`src/rtl/ysyx_25060173_pkg.sv`:
```
// Shared definitions for the ALU sequencer/arbiter: datapath width, FSM encoding, ALU op codes.
package ysyx_25060173_pkg;

    localparam int XLEN = 32;

    // Encoding 2'd3 is unused and recovers to IDLE.
    typedef enum logic [1:0] {
        IDLE = 2'd0,
        EXEC = 2'd1,
        RESP = 2'd2
    } state_t;

    localparam logic ALU_ADD = 1'b1;

endpackage

```
`src/rtl/ysyx_25060173_alu.sv`:
```
// Single-cycle 32-bit ALU: add when op is ALU_ADD, otherwise the result is forced to zero.
module ysyx_25060173_alu
    import ysyx_25060173_pkg::*;
(
    input  logic [XLEN-1:0] src1,
    input  logic [XLEN-1:0] src2,
    input  logic            op,
    output logic [XLEN-1:0] result
);

    // Carry out is dropped; wrap-around is silent.
    assign result = (op == ALU_ADD) ? (src1 + src2) : '0;

endmodule

```
`src/rtl/ysyx_25060173_alu_arb.sv`:
```
// Round-robin arbiter and IDLE/EXEC/RESP sequencer sharing one ALU between two requesters.
// Handshakes: a transfer happens on a rising edge where valid and ready are both high.
module ysyx_25060173_alu_arb #(
    parameter int XLEN = ysyx_25060173_pkg::XLEN
) (
    input  logic            clk,
    input  logic            rst_n,
    input  logic            req0_valid,
    output logic            req0_ready,
    input  logic [XLEN-1:0] req0_src1,
    input  logic [XLEN-1:0] req0_src2,
    input  logic            req0_op,
    output logic            rsp0_valid,
    input  logic            rsp0_ready,
    output logic [XLEN-1:0] rsp0_result,
    input  logic            req1_valid,
    output logic            req1_ready,
    input  logic [XLEN-1:0] req1_src1,
    input  logic [XLEN-1:0] req1_src2,
    input  logic            req1_op,
    output logic            rsp1_valid,
    input  logic            rsp1_ready,
    output logic [XLEN-1:0] rsp1_result,
    output logic            busy
);
    import ysyx_25060173_pkg::*;

    state_t          state;
    state_t          state_nxt;
    logic            prio;
    logic            owner;
    logic [XLEN-1:0] src1_q;
    logic [XLEN-1:0] src2_q;
    logic            op_q;
    logic [XLEN-1:0] result_q;
    logic [XLEN-1:0] alu_result;
    logic            grant0;
    logic            grant1;

    // Grants are only meaningful in IDLE and are held low while reset is asserted.
    assign grant0 = rst_n && (state == IDLE) && req0_valid && (!req1_valid || (prio == 1'b0));
    assign grant1 = rst_n && (state == IDLE) && req1_valid && (!req0_valid || (prio == 1'b1));

    ysyx_25060173_alu u_alu (
        .src1   (src1_q),
        .src2   (src2_q),
        .op     (op_q),
        .result (alu_result)
    );

    always_comb begin
        state_nxt  = state;
        req0_ready = 1'b0;
        req1_ready = 1'b0;
        rsp0_valid = 1'b0;
        rsp1_valid = 1'b0;
        case (state)
            IDLE: begin
                req0_ready = grant0;
                req1_ready = grant1;
                if (grant0 || grant1) state_nxt = EXEC;
            end
            EXEC: state_nxt = RESP;
            RESP: begin
                rsp0_valid = !owner;
                rsp1_valid = owner;
                if (owner ? rsp1_ready : rsp0_ready) state_nxt = IDLE;
            end
            default: state_nxt = IDLE;
        endcase
    end

    always_ff @(posedge clk or negedge rst_n) begin
        if (!rst_n) begin
            state    <= IDLE;
            prio     <= 1'b0;
            owner    <= 1'b0;
            src1_q   <= '0;
            src2_q   <= '0;
            op_q     <= 1'b0;
            result_q <= '0;
        end else begin
            state <= state_nxt;
            if (grant0 || grant1) begin
                // The winner gives up priority for the next contested cycle.
                owner  <= grant1;
                prio   <= grant0;
                src1_q <= grant1 ? req1_src1 : req0_src1;
                src2_q <= grant1 ? req1_src2 : req0_src2;
                op_q   <= grant1 ? req1_op : req0_op;
            end
            if (state == EXEC) result_q <= alu_result;
        end
    end

    assign rsp0_result = result_q;
    assign rsp1_result = result_q;
    assign busy        = (state != IDLE);

endmodule

```
`config.mk`:
```
export PLATFORM = sky130hd
export DESIGN_NAME = ysyx_25060173_alu_arb
export DESIGN_NICKNAME = d
export VERILOG_FILES = /design/src/rtl/ysyx_25060173_pkg.sv /design/src/rtl/ysyx_25060173_alu.sv /design/src/rtl/ysyx_25060173_alu_arb.sv
export SDC_FILE = /design/constraint.sdc
export NUM_CORES = 1
export LEC_CHECK = 0
export BUFFER_PORTS_ARGS = -buffer_cell sky130_fd_sc_hd__buf_2
export CAP_MARGIN = 20
export CORE_UTILIZATION = 30
export CTS_CLUSTER_SIZE = 25
export DETAILED_ROUTE_END_ITERATION = 10
export GPL_ROUTABILITY_DRIVEN = 0
export SLEW_MARGIN = 20
export SYNTH_ARGS = -nofsm -noshare
export SYNTH_HDL_FRONTEND = slang
export SYNTH_SLANG_ARGS = --single-unit
```
`constraint.sdc`:
```
create_clock -name clk -period 3.8 [get_ports clk]
set_input_delay 0.95 -clock clk [delete_from_list [all_inputs] [get_ports clk]]
set_output_delay 0.95 -clock clk [all_outputs]
set_load 0.02 [all_outputs]
```
==> flow_metrics.tcl <==
set metrics [dict create \
    endpoint "rsp0_result[26]" \
    rows 53 \
    synth_common_cells "180 x nand2_1, 101 x dfrtp_1, 84 x nor2_1" \
    synthTopCellsByArea "dfrtp_1 39%, nand2_1 10%, a31oi_1 6.5%" \
    ys.flop_type "dfrtp_1" \
    post_cts_buffers 0 \
    path_cells "ha_1 > inv_1 > fa_1 > and2b_4 > o2111ai_4 > a21oi_4 > a31oi_4 > o31ai_4 > or4b_1 > o211ai_2" \
    antenna_left 0 \
    min_path_type "flip-flop to flip-flop" \
    ys_ff_latch 101 \
    grt_pass1_wl_um 32200 \
    clk_path_buf_depth 2 \
    syn_nets 956 \
    drt_pass1_iterations 7 \
    vias_per_cell 5.06 \
    die_y_um 149 \
    wl_met3_um 865 \
    rsz0062_at_grt "false" \
    preCtsSetupSlack_ns 0.921 \
    status "finished clean" \
    placedCellCount 1196 \
    grt_overflow 0 \
    cts_resized 0 \
    grt_pass1_vias 6041 \
    fill_cells 2189 \
    coreArea_mm2 0.0212 \
    numPortBuffers 204 \
    stdcell_count 1213 \
    slowest_delay_ns 0.49 \
    yosysTopAreaCellShare_pct 38.9 \
    met1Wirelength_um 9600 \
    yosysSeqAreaShare_pct 38.9 \
    cts-buffers-inserted 9 \
    crit_cells 10 \
    clk_pin_slew_ns 0.08 \
    layout-drive-gt1-share_pct 26.9 \
    antenna_found_initial 2 \
    crit_arrival_ns 3.11 \
    vias 6136 \
    cp-end-kind "flip-flop" \
    yosysTopAreaCell "dfrtp_1" \
    syn-cell-area_mm2 0.00650 \
    drcViolationCount 0 \
    drt_iter0_drc 376 \
    min-delay-start "rsp0_result[9]" \
    hold_viol 0 \
    tns_ns 0 \
    cp-start-kind "flip-flop" \
    vdd_drop_max_uv 313 \
    cp_slowest_cell "or4b_1" \
    r2r_slack_ns 0.98 \
    worstSetupPathType "flip-flop to flip-flop" \
    cts-root-buf "clkbuf_16" \
    synth-warning-count 0 \
    wl_um 20100 \
    place_hpwl_um 15300 \
    slew_viol_final 0 \
    min_period_ns 2.82 \
    fin_skew_ns 0.00689 \
    synth_edf_count 0 \
    async_flop_share_pct 100 \
    grt_usage_pct 18.7 \
    crit_start "src1_q[0]" \
    fin_crit_sh_pct 74.2 \
    fmax_mhz 355 \
    num-nets-final 1100 \
    path_delay_family "compound AO/OA/AOI/OAI gates" \
    htreeDepth 3 \
    worst_pin_slew_ns 0.867 \
    slew_headroom_pct 42.2 \
    required_ns 4.09 \
    rr_endpoint "rsp0_result[26]" \
    start_util_pct 30.7 \
    critPathMaxFanout 5 \
    cts_tree "done" \
    p_leak_nw 3.86 \
    areaGrowthSynthToFinish_pct 19.6 \
    r2r_cells 10 \
    cp_num_buf_inv 1 \
    synth_cell_types 75 \
    yosysMostFrequentCell "nand2_1" \
    clock-sinks 101 \
    setup-violations-final 0 \
    clk_latency_ns 0.36 \
    routedWlPerCell_um 16.6 \
    hold_buffers 0 \
    syn_avg_cell_area_um2 8.25 \
    dr.max_layer_used "met4" \
    rr_startpoint "src1_q[0]" \
    die-area_mm2 0.0223 \
    power.density_mw_per_mm2 1010 \
    grt_start_max_net_pins 73 \
    ios 205 \
    syn_inst 788 \
    fin_ws_ns 0.980 \
    met2_length_um 9240 \
    drv_cap 0 \
    die_x_um 149 \
]
## flip-flops by register name, indices dropped and copies added (netlist names)
register,count
op_q,1
owner,1
prio,1
rsp0_result,32
src1_q,32
src2_q,32
state,2
## tightest hold or removal path, cell delays in order, from the launching register on
cell	delay, ns
dfrtp_1	0.36
nand2_1	0.05
o21ai_0	0.06
## cell usage in the layout, fill, tap and decap left out, types with 3 or more instances in the layout
master	instances
a221o_1	4
ha_1	31
xnor2_1	14
nand3_1	15
nor2_1	84
inv_1	14
o21bai_1	4
nand2_1	180
buf_2	203
buf_4	9
a21oi_1	33
o211ai_2	3
nand2b_1	5
and2_1	4
a21o_1	15
nor2b_1	3
dfrtp_1	101
clkbuf_16	9
o21ai_0	31
o31ai_1	4
o21a_1	4
o21ai_1	9
a31oi_1	68
nor3_1	6
xor2_1	5
and3_1	9
nand4_1	7
a211o_1	3
o211ai_1	3
## stage by stage
stage	power [mW]	instance area [um^2]	utilization [%]	hold slack, ns
5_1_grt	8.58	7780	36.8	0.548
3_5_place_dp	6.87	7470	35.3	0.492
6_report	7.87	7780	36.8	0.502
2_1_floorplan	5.78	6500	-	0.471
4_1_cts	7.89	7770	36.8	0.509
3_3_place_gp	6.81	7470	35.3	0.481
## routing by layer
metal	up-vias	track usage [%]
li1	3026	-
met1	2889	26.2
met2	199	29.2
met3	22	2.08
met4	0	7.50
met5	-	0
## logic make-up after synthesis
family	Yosys count	share of synthesized area (%)
compound gates	213	22.4
xor+xnor	19	2.56
fa+ha+maj	32	6.27
buf+inv	94	8.27
flops	101	38.9
mux	1	0.173
simple gates	328	21.4
## power breakdown
group          total [mW]  switching, mW  internal [mW]
combinational        4.88           3.00           1.88
clock               0.984          0.464          0.521
sequential           2.01          0.429           1.58
## worst min path at each step
stage                      endpoint  slack [ns]  cells after the start
finish               rsp0_result[9]        0.50                      2
global placement     rsp0_result[9]        0.48                      2
floorplan                      prio        0.47                      2
detailed placement   rsp0_result[9]        0.49                      2
global route        rsp0_result[11]        0.55                      2
CTS                  rsp0_result[9]        0.51                      2
## layout make-up
class	count	area [um^2]	area share, %
Clock buffer	9	225	2.90
Tap cell	275	344	4.42
Multi-Input combinational cell	593	3460	44.4
Sequential cell	101	2530	32.5
Timing Repair Buffer	212	1080	13.9
Antenna cell	1	2.50	0.0322
Clock inverter	7	82.6	1.06
Inverter	15	56.3	0.724
Power figures use the tool's default switching activity.
